<file path="src/rtl/quad_step_axis_ctrl.sv">
// Quadrature step generator plus an x4 quadrature decoder.
// The generator emits a programmable number of A/B steps at a programmable
// rate. It supports single-shot, continuous and auto-reverse modes.
// The decoder turns an external (asynchronous) A/B pair into a signed
// position and counts illegal transitions.
// Optional build macro: FILTER_EN adds a per-input stability filter of
// FILT_DEPTH samples between the synchroniser and the decoder.
//
// state   | meaning
// ST_IDLE | waiting for start; outputs hold
// ST_RUN  | prescaler running, emitting one step per terminal count
module quad_step_axis_ctrl #(
  parameter int CNT_W      = 32,
  parameter int LIMIT_W    = 16,
  parameter int DIV_W      = 16,
  parameter int FILT_DEPTH = 3
) (
  input  logic               clk,
  input  logic               rst,
  input  logic               enable,
  input  logic               start,
  input  logic               dir_in,
  input  logic [1:0]         mode,
  input  logic [LIMIT_W-1:0] limit,
  input  logic [DIV_W-1:0]   step_div,
  output logic               A_out,
  output logic               B_out,
  output logic               motor_dir,
  output logic [CNT_W-1:0]   step_count,
  output logic               busy,
  output logic               done,
  input  logic               enc_a_in,
  input  logic               enc_b_in,
  output logic [CNT_W-1:0]   position,
  output logic               direction,
  output logic [7:0]         err_cnt
);

  typedef enum logic {ST_IDLE = 1'b0, ST_RUN = 1'b1} state_t;

  localparam logic [CNT_W-1:0] CNT_ONE = CNT_W'(1);

  if (FILT_DEPTH < 1 || CNT_W < LIMIT_W) begin : g_param_check
    $error("quad_step_axis_ctrl: FILT_DEPTH must be >= 1 and CNT_W >= LIMIT_W");
  end

  // Next AB pattern; CW walks 00 -> 10 -> 11 -> 01 -> 00.
  function automatic logic [1:0] ab_next(input logic [1:0] ab, input logic ccw);
    logic [1:0] nxt;
    case (ab)
      2'b00:   nxt = ccw ? 2'b01 : 2'b10;
      2'b10:   nxt = ccw ? 2'b00 : 2'b11;
      2'b11:   nxt = ccw ? 2'b10 : 2'b01;
      default: nxt = ccw ? 2'b11 : 2'b00;
    endcase
    return nxt;
  endfunction

  // Position of an AB pattern within the CW cycle.
  function automatic logic [1:0] ab_index(input logic [1:0] ab);
    logic [1:0] idx;
    case (ab)
      2'b00:   idx = 2'd0;
      2'b10:   idx = 2'd1;
      2'b11:   idx = 2'd2;
      default: idx = 2'd3;
    endcase
    return idx;
  endfunction

  // ---------------- generator ----------------
  state_t             state_q, state_d;
  logic [DIV_W-1:0]   pre_q, pre_d;
  logic [1:0]         ab_q, ab_d;
  logic               mdir_q, mdir_d;
  logic [CNT_W-1:0]   cnt_q, cnt_d;
  logic [LIMIT_W-1:0] lim_q, lim_d;
  logic               done_q, done_d;
  logic [DIV_W-1:0]   div_eff;
  logic [CNT_W-1:0]   cnt_next;

  assign div_eff = (step_div == '0) ? DIV_W'(1) : step_div;

  // Generator next-state: start/stop, prescaler, step emission and segment restarts.
  always_comb begin
    state_d  = state_q;
    pre_d    = pre_q;
    ab_d     = ab_q;
    mdir_d   = mdir_q;
    cnt_d    = cnt_q;
    lim_d    = lim_q;
    done_d   = 1'b0;
    cnt_next = cnt_q + CNT_ONE;
    case (state_q)
      ST_IDLE: begin
        if (enable && start) begin
          if (limit == '0) begin
            done_d = 1'b1;
          end else begin
            state_d = ST_RUN;
            mdir_d  = dir_in;
            lim_d   = limit;
            cnt_d   = '0;
            pre_d   = '0;
          end
        end
      end
      ST_RUN: begin
        if (!enable) begin
          state_d = ST_IDLE;
        end else if (pre_q >= div_eff) begin
          // >= so that lowering step_div mid-run cannot strand the prescaler
          pre_d = '0;
          ab_d  = ab_next(ab_q, mdir_q);
          cnt_d = cnt_next;
          if (cnt_next == CNT_W'(lim_q)) begin
            done_d = 1'b1;
            case (mode)
              2'd1: begin
                cnt_d = '0;
                lim_d = limit;
                if (limit == '0) state_d = ST_IDLE;
              end
              2'd2: begin
                cnt_d  = '0;
                lim_d  = limit;
                mdir_d = ~mdir_q;
                if (limit == '0) state_d = ST_IDLE;
              end
              default: state_d = ST_IDLE;
            endcase
          end
        end else begin
          pre_d = pre_q + DIV_W'(1);
        end
      end
      default: state_d = ST_IDLE;
    endcase
  end

  // Generator state register.
  always_ff @(posedge clk) begin
    if (rst) begin
      state_q <= ST_IDLE;
      pre_q   <= '0;
      ab_q    <= 2'b00;
      mdir_q  <= 1'b0;
      cnt_q   <= '0;
      lim_q   <= '0;
      done_q  <= 1'b0;
    end else begin
      state_q <= state_d;
      pre_q   <= pre_d;
      ab_q    <= ab_d;
      mdir_q  <= mdir_d;
      cnt_q   <= cnt_d;
      lim_q   <= lim_d;
      done_q  <= done_d;
    end
  end

  assign A_out      = ab_q[1];
  assign B_out      = ab_q[0];
  assign motor_dir  = mdir_q;
  assign step_count = cnt_q;
  assign busy       = (state_q == ST_RUN);
  assign done       = done_q;

  // ---------------- decoder ----------------
  logic [1:0] sync1_q, sync2_q;
  logic [1:0] dec_in;

  // Two-flop synchroniser on the asynchronous encoder pair.
  always_ff @(posedge clk) begin
    if (rst) begin
      sync1_q <= 2'b00;
      sync2_q <= 2'b00;
    end else begin
      sync1_q <= {enc_a_in, enc_b_in};
      sync2_q <= sync1_q;
    end
  end

`ifdef FILTER_EN
  localparam int FCW = (FILT_DEPTH > 1) ? $clog2(FILT_DEPTH) : 1;
  logic [1:0]     filt_q;
  logic [FCW-1:0] fcnt_q [2];

  // Each bit only moves once the new level has been seen FILT_DEPTH cycles in a row.
  always_ff @(posedge clk) begin
    if (rst) begin
      filt_q <= 2'b00;
      for (int i = 0; i < 2; i++) fcnt_q[i] <= '0;
    end else begin
      for (int i = 0; i < 2; i++) begin
        if (sync2_q[i] == filt_q[i]) begin
          fcnt_q[i] <= '0;
        end else if (fcnt_q[i] == FCW'(FILT_DEPTH - 1)) begin
          filt_q[i] <= sync2_q[i];
          fcnt_q[i] <= '0;
        end else begin
          fcnt_q[i] <= fcnt_q[i] + 1'b1;
        end
      end
    end
  end

  assign dec_in = filt_q;
`else
  assign dec_in = sync2_q;
`endif

  logic [1:0]       prev_q;
  logic [CNT_W-1:0] pos_q, pos_d;
  logic             ddir_q, ddir_d;
  logic [7:0]       err_q, err_d;
  logic [1:0]       step_diff;

  // Classify the AB change since last cycle: forward, reverse or illegal double change.
  always_comb begin
    pos_d     = pos_q;
    ddir_d    = ddir_q;
    err_d     = err_q;
    step_diff = ab_index(dec_in) - ab_index(prev_q);
    case (step_diff)
      2'd1: begin
        pos_d  = pos_q + CNT_ONE;
        ddir_d = 1'b0;
      end
      2'd3: begin
        pos_d  = pos_q - CNT_ONE;
        ddir_d = 1'b1;
      end
      2'd2: begin
        if (err_q != 8'hFF) err_d = err_q + 8'd1;
      end
      default: ;
    endcase
  end

  // Decoder state register.
  always_ff @(posedge clk) begin
    if (rst) begin
      prev_q <= 2'b00;
      pos_q  <= '0;
      ddir_q <= 1'b0;
      err_q  <= '0;
    end else begin
      prev_q <= dec_in;
      pos_q  <= pos_d;
      ddir_q <= ddir_d;
      err_q  <= err_d;
    end
  end

  assign position  = pos_q;
  assign direction = ddir_q;
  assign err_cnt   = err_q;

endmodule

</file>
<file path="config.mk">
export PLATFORM = sky130hd
export DESIGN_NAME = quad_step_axis_ctrl
export DESIGN_NICKNAME = d
export VERILOG_FILES = /design/src/rtl/quad_step_axis_ctrl.sv
export SDC_FILE = /design/constraint.sdc
export NUM_CORES = 1
export LEC_CHECK = 0
export BUFFER_PORTS_ARGS = -buffer_cell sky130_fd_sc_hd__buf_2
export CAP_MARGIN = 30
export CORE_MARGIN = 1
export CORE_UTILIZATION = 53
export CTS_CLUSTER_DIAMETER = 100
export DETAILED_ROUTE_END_ITERATION = 7
export HOLD_SLACK_MARGIN = 0.02
export PLACE_DENSITY = 0.84
export REMOVE_ABC_BUFFERS = 1
export SETUP_SLACK_MARGIN = 0.5
export SYNTH_ARGS = -nofsm -noshare
export SYNTH_HDL_FRONTEND = slang
export SYNTH_SLANG_ARGS = --single-unit
</file>
<file path="constraint.sdc">
create_clock -name clk -period 5.1 [get_ports clk]
set_clock_uncertainty 0.15 [all_clocks]
set_input_delay 0.51 -clock clk [delete_from_list [all_inputs] [get_ports clk]]
set_output_delay 0.51 -clock clk [all_outputs]
set_load 0.05 [all_outputs]
</file>
==> results.md, run 1 <==
* Nets at between 1000 and 1500
* Relative slew margins at between 30% and 40%
* Top cells by area, synth: dfxtp_1 30%, ha_1 8.8%, nand2_1 5.4%
* Max Root-Sink Buffers at 2
* Final Wtd Congestion at about 0.87
* Post-detail-place hpwl at approximately 13 mm
* Critical path capture point type: register
* CTS Sinks at 116
* CTS Buf Count at 17
* Crit start category: register
* Worst hold path type: in -> reg
* Die H at 124 µm
* Setup Crit Path Kind: reg -> reg
* Min Tclk post-route at between 4000 and 5000 ps
* Cell at the root of the clock tree: clkbuf_16
* Post-synth top flop: dfxtp_1
* H-tree depth at 4
* Multi-input logic area at about 5000 µm²
* Full die area at ~15000 µm²
* I/O pin total at ~120
* Critical R2R Launch: prev_q[1]$_SDFF_PP0_
* Worst EP arrival at 4650 ps
* Leak at slightly below 4 nW
* Core box area at roughly 14000 µm²
* Vias in the first global route at 6652
* WP data required at ~5300 ps
* First-pass GRT wire length at between 30 and 40 mm
* Hold endpoint: sync1_q[1]$_SDFF_PP0_
* Period utilization at 88.2%
* CP max-delay cell: ha_1
* Starting Density at 54.3%
* Tightest Pin Transition at approximately 980 ps
* Synthesized area per cell at about 8.1 µm²
* HP Start: enc_a_in
* Initial antenna violation count at 0
* Setup TNS at 0 ps
* Seq cells post-synth at 116
* RSZ-0062 raised after global routing: yes
* Worst-skew pair later-pin latency at 420 ps
* Via count at about 7400
* Clock transition at path regs at roughly 50 ps
* I/O Buffers at 118
* Vias per cell at 5.85
* Die width at around 120 µm
* Hold buffer count at CTS at 0
* PD cells at around 280 nW/µm²
* R2r setup slk at approximately 600 ps
* Wirelength, routed at ~19 mm
* Post-synth top cells: 116 x dfxtp_1, 114 x nand2_1, 69 x nor2_1
* Post-synth EDFFs at 0
* Post-synthesis cell count at around 970
* Max Transition Viols Final at 0
* Worst r2r path cells at 18
* Max Cap Violations at 0
* Peak VDD IR at ~240 µV
* GRT Util Overall at 25.3%
* Endpoints failing hold at 0
* Status: finished clean
* Critical path peak fanout at 14
* Reg-to-Reg End: position[31]$_SDFFE_PP0P_
* DRC violations left at 0
* Area delta synth->final at 16.7%
* Async SR Flop Fraction at 0%
* Setup Viol. Count Final at 0
* Gr ovfl total at 0
* Storage element area at around 2300 µm²
* Rows at 44
* Seq/Total Area, Yosys at roughly 30%
* Largest net degree at the start of global routing at 52
* Layout cell share with drive strength beyond 1 at a little under a fifth
* Worst-path cell chain: inv_1 -> ha_1 -> nor2_1 -> xor2_1 -> xnor2_2 -> or2_4 -> clkinvlp_4 -> buf_4 -> ha_1 -> a211oi_2 -> o21ai_0 -> nor4b_1 -> nor3_1 -> a2bb2oi_1 -> o311ai_0 -> o211ai_1 -> mux2i_1 -> mux2_2
* Diodes inserted at 0
* First-pass DRT Iterations at 7
* Cell Area, Synth at 7860 µm²
* Number of distinct library cells after synthesis at 74
* Dominant cell type by area after synthesis: dfxtp_1
* Max stage delay on crit path at about 380 ps
* Most common cell in the netlist: dfxtp_1
* Ys Warns at 0
* CTS tree: built
* CP dominant cell by count: ha_1
* Filler cells at around 1200
* Area share of the largest cell type after synthesis at ~30%
* Routed wire length per instance at 15.1 µm
* Hold Path Cell Cnt at 2
* Hold Worst Slack at roughly 170 ps
* Final ANT Viol Nets at 0
* Max Clock Freq at around 220 MHz
* Initial DRC Count at about 350
-- worst max-delay path, delay by kind of cell, from the launching register on --
family / cells / cell delay (ps)
mux: 2 / 560
simple gates: 4 / 830
xor+xnor: 2 / 410
buf+inv: 3 / 470
compound gates: 5 / 1080
fa+ha+maj: 2 / 560
flops: 1 / 330
-- layout by cell type (no fill, tap or decap), types with 19 or more instances in the layout --
master   count
and3_1      21
inv_1       39
o21ai_0     25
ha_1        54
nand3_1     35
xnor2_1     43
o31ai_1     20
a21oi_1     54
nor2_1      68
nand4_1     22
nor3_1      26
dfxtp_1    116
buf_2      118
nor2b_1     19
xor2_1      28
nand2_1    114
mux2i_1     26
-- worst max-delay path by stage --
| stage | end | start | cells past startpoint |
|---|---|---|---|
| final | position[31]$_SDFFE_PP0P_ | prev_q[1]$_SDFF_PP0_ | 18 |
| after global routing | position[31]$_SDFFE_PP0P_ | prev_q[1]$_SDFF_PP0_ | 18 |
| after global placement | lim_q[4]$_SDFFE_PP0P_ | step_count[0]$_SDFFE_PP0P_ | 10 |
| after floorplan | position[30]$_SDFFE_PP0P_ | dec_in[1]$_SDFF_PP0_ | 15 |
| after CTS | step_count[15]$_SDFFE_PP0P_ | step_count[0]$_SDFFE_PP0P_ | 11 |
| after detailed placement | lim_q[14]$_SDFFE_PP0P_ | step_count[0]$_SDFFE_PP0P_ | 10 |
-- report_power, final --
part           switching [mW]  total (mW)  internal, mW
clock                   0.418        1.25         0.834
combinational           0.244       0.375         0.131
sequential             0.0286       0.965         0.936
-- state kept, by name, indices dropped and copies added (netlist names) --
| name | cells |
|---|---|
| sync1_q | 2 |
| direction | 1 |
| dec_in | 2 |
| busy | 1 |
| err_cnt | 8 |
| motor_dir | 1 |
| done | 1 |
| ab_q | 2 |
| pre_q | 16 |
| lim_q | 16 |
| step_count | 32 |
| prev_q | 2 |
| position | 32 |
-- repair_timing --
| action | in CTS | in global routing |
|---|---|---|
| endpoints found under the setup margin | 21 | 51 |
| buffers inserted | 5 | 1 |
| pin swaps | 0 | 3 |
| cloned | 0 | 1 |
| resized for setup | 2 | 6 |
-- cell families (layout without fill, tap and decap cells) --
kind of cell	Yosys count	in the layout	synth area share (%)
compound gates	219	219	19.7
mux	27	27	3.45
flops	116	116	29.5
simple gates	379	379	24.6
buf+inv	99	206	5.68
fa+ha+maj	56	56	9.01
xor+xnor	72	72	8.02
-- routing by layer --
| metal | GRT usage [%] | wire [µm] | vias to the layer above |
|---|---|---|---|
| met2 | 43.0 | 9110 | 195 |
| met1 | 31.4 | 8700 | 3441 |
| li1 | - | - | 3703 |
| met3 | 5.40 | 912 | 29 |
| met4 | 9.26 | 348 | 0 |
| met5 | 0 | 0 | - |
-- stage by stage --
stage	setup WS, ps	area [µm²]	total power, mW	utilization, %	std cells
after floorplan	27.8	7560	1.24	-	909
after global placement	442	8460	1.34	58.4	1221
after detailed placement	400	8460	1.35	58.4	1221
after CTS	505	9130	2.60	63.1	1257
after global routing	360	9170	2.69	63.3	1259
final	602	9170	2.59	63.3	1259
-- area by class of cell --
class / instances / area share [%]
tap: 184 / 2.51
timing repair buffer: 134 / 7.93
sequential: 116 / 25.3
timing repair inverter: 1 / 0.0546
inverter: 40 / 1.68
multi-input combinational: 753 / 55.8
clock inverter: 11 / 1.72
clock buffer: 20 / 4.98
(Power assumes the default switching activity.)
==> run 2: changes to the inputs <==
- RECOVER_POWER: default -> 50
==> run 2 against run 1 <==
The run now ends with max-capacitance violations, max-slew violations left. Register-to-register slack about the same. Worst hold slack about the same. Sequential power about the same. Flip-flop and latch count unchanged. Setup slack improved by 13 ps. Die area unchanged. Count of clock-buffer cells in the layout unchanged. Combinational power decreased by 2%. Critical endpoint unchanged. Critical path depth unchanged.
==> results.md, run 2 (same netlist as run 1, synthesis figures left out) <==
* Worst hold path type: in -> reg (unchanged)
* Crit start category: register (unchanged)
* PD cells at 285 nW/µm² (was 283 nW/µm²)
* Vias per cell at 5.86 (was 5.85)
* Max Clock Freq at 223 MHz (was 222 MHz)
* First-pass DRT Iterations at 7 (unchanged)
* Routed wire length per instance at 15.2 µm (was 15.1 µm)
* Gr ovfl total at 0 (unchanged)
* Vias in the first global route at 6652 (unchanged)
* Initial antenna violation count at 0 (unchanged)
* HP Start: enc_a_in (unchanged)
* Layout cell share with drive strength beyond 1 at 11.3% (was 18.8%)
* Hold Path Cell Cnt at 2 (unchanged)
* RSZ-0062 raised after global routing: yes (unchanged)
* Period utilization at 87.9% (was 88.2%)
* Diodes inserted at 0 (unchanged)
* DRC violations left at 0 (unchanged)
* Post-detail-place hpwl at 13.2 mm (unchanged)
* CTS Sinks at 116 (unchanged)
* Most frequent cells in the layout: 116 x dfxtp_1, 114 x nand2_1, 82 x clkbuf_1 (was 118 x buf_2, 116 x dfxtp_1, 114 x nand2_1)
* Hold endpoint: sync1_q[1]$_SDFF_PP0_ (unchanged)
* WP data required at 5250 ps (about the same)
* GRT Util Overall at 25.3% (unchanged)
* Reg-to-Reg End: position[31]$_SDFFE_PP0P_ (unchanged)
* Critical R2R Launch: prev_q[1]$_SDFF_PP0_ (unchanged)
* Crit path buf inv count at 3 (unchanged)
* Critical path capture point type: register (unchanged)
* Worst-skew pair later-pin latency at 420 ps (about the same)
* Max Root-Sink Buffers at 2 (unchanged)
* Worst r2r path cells at 18 (unchanged)
* Final ANT Viol Nets at 0 (unchanged)
* CP dominant cell by count: ha_1 (unchanged)
* Tightest Pin Transition at 2220 ps (was 978 ps)
* Tot Pwr at 2.59 mW (about the same)
* CTS tree: built (unchanged)
* Critical path peak fanout at 14 (unchanged)
* Endpoints failing hold at 0 (unchanged)
* Full die area at 15300 µm² (unchanged)
* Initial DRC Count at 363 (was 352)
* H-tree depth at 4 (unchanged)
* Max Cap Violations at 2 (was 0)
* Clock transition at path regs at 50 ps (about the same)
* R2r setup slk at 610 ps (was 600 ps)
* Area delta synth->final at 15.3% (was 16.7%)
* Peak VDD IR at 238 µV (was 239 µV)
* I/O Buffers at 118 (unchanged)
* Status: finished with violations (was finished clean)
* Nets at 1160 (unchanged)
* Starting Density at 54.3% (unchanged)
* Wirelength, routed at 19.1 mm (about the same)
* Max stage delay on crit path at 380 ps (about the same)
* CTS Buf Count at 17 (unchanged)
* Largest net degree at the start of global routing at 52 (unchanged)
* CP max-delay cell: ha_1 (unchanged)
* Relative slew margins at -47.7% (was 34.7%)
* Core box area at 14500 µm² (unchanged)
* Setup Viol. Count Final at 0 (unchanged)
* Die H at 124 µm (unchanged)
* First-pass GRT wire length at 30.9 mm (unchanged)
* Via count at 7382 (was 7368)
* CP top delay family: compound AO/OA/AOI/OAI gates (unchanged)
* Max Transition Viols Final at 90 (was 0)
* Die width at 124 µm (unchanged)
* Setup Crit Path Kind: reg -> reg (unchanged)
* Leak at 3.58 nW (was 3.93 nW)
* Worst-path cell chain: inv_1 -> ha_1 -> nor2_1 -> xor2_1 -> xnor2_2 -> or2_4 -> clkinvlp_4 -> buf_4 -> ha_1 -> a211oi_2 -> o21ai_0 -> nor4b_1 -> nor3_1 -> a2bb2oi_1 -> o311ai_0 -> o211ai_1 -> mux2i_1 -> mux2_2 (unchanged)
* Setup TNS at 0 ps (unchanged)
* Min Tclk post-route at 4490 ps (was 4500 ps)
* Cell at the root of the clock tree: clkbuf_16 (unchanged)
* Failing checks: max-capacitance violations, max-slew violations
* Commonest non-fill, non-tap cell in the layout: dfxtp_1 (was buf_2)
* Worst EP arrival at 4640 ps (was 4650 ps)
* Rows at 44 (unchanged)
* I/O pin total at 119 (unchanged)
* Final Wtd Congestion at 0.872 (unchanged)
-- run 2: cell types whose count changed in the layout (fill, tap and decap cells not counted), sizes merged --
| cell | delta |
|---|---|
| buf | -81 |
| clkbuf | +81 |
-- run 2: cell type report --
type | count | area (µm²)
Clock buffer | 20 | 457
Sequential cell | 116 | 2320
Fill cell | 1289 | 5410
Multi-Input combinational cell | 753 | 5120
Timing Repair inverter | 1 | 5.00
Tap cell | 184 | 230
Timing Repair Buffer | 134 | 621
Clock inverter | 11 | 158
Inverter | 40 | 154
-- run 2: worst max path at each step --
stage,start,endpoint,slack (ps),cells after the start
floorplan,dec_in[1]$_SDFF_PP0_,position[30]$_SDFFE_PP0P_,30,15
global placement,step_count[0]$_SDFFE_PP0P_,lim_q[4]$_SDFFE_PP0P_,440,10
detailed placement,step_count[0]$_SDFFE_PP0P_,lim_q[14]$_SDFFE_PP0P_,400,10
CTS,step_count[0]$_SDFFE_PP0P_,step_count[15]$_SDFFE_PP0P_,510,11
global route,prev_q[1]$_SDFF_PP0_,position[31]$_SDFFE_PP0P_,360,18
finish,prev_q[1]$_SDFF_PP0_,position[31]$_SDFFE_PP0P_,610,18
-- run 2: repair_timing --
| action | in CTS | in global routing |
|---|---|---|
| pin swaps | 0 | 3 |
| resized for setup | 2 | 6 |
| setup endpoints to repair | 21 | 51 |
| cloned | 0 | 1 |
| buffers inserted | 5 | 1 |
| hold buffers | 0 | 0 |
-- run 2: routing by layer --
| layer | GRT usage, % | part of all wire (%) | vias up |
|---|---|---|---|
| met4 | 9.26 | 1.9 | 0 |
| met3 | 5.40 | 5.0 | 33 |
| li1 | - | - | 3700 |
| met1 | 31.4 | 45 | 3446 |
| met2 | 43.0 | 48 | 203 |
| met5 | 0 | 0 | - |
-- run 2: power breakdown --
group	internal, mW	switching, mW	total, mW
registers	0.936	0.0292	0.965
logic	0.125	0.244	0.369
clock network	0.834	0.418	1.25
-- run 2: per-stage QoR --
step	hold slack (ps)	cells	util (%)	instance area, µm²	setup slack (ps)
floorplan	264	909	-	7560	27.8
global placement	273	1221	58.4	8460	442
detailed placement	296	1221	58.4	8460	400
CTS	165	1257	63.1	9130	505
global route	173	1259	62.6	9060	360
finish	171	1259	62.6	9060	615
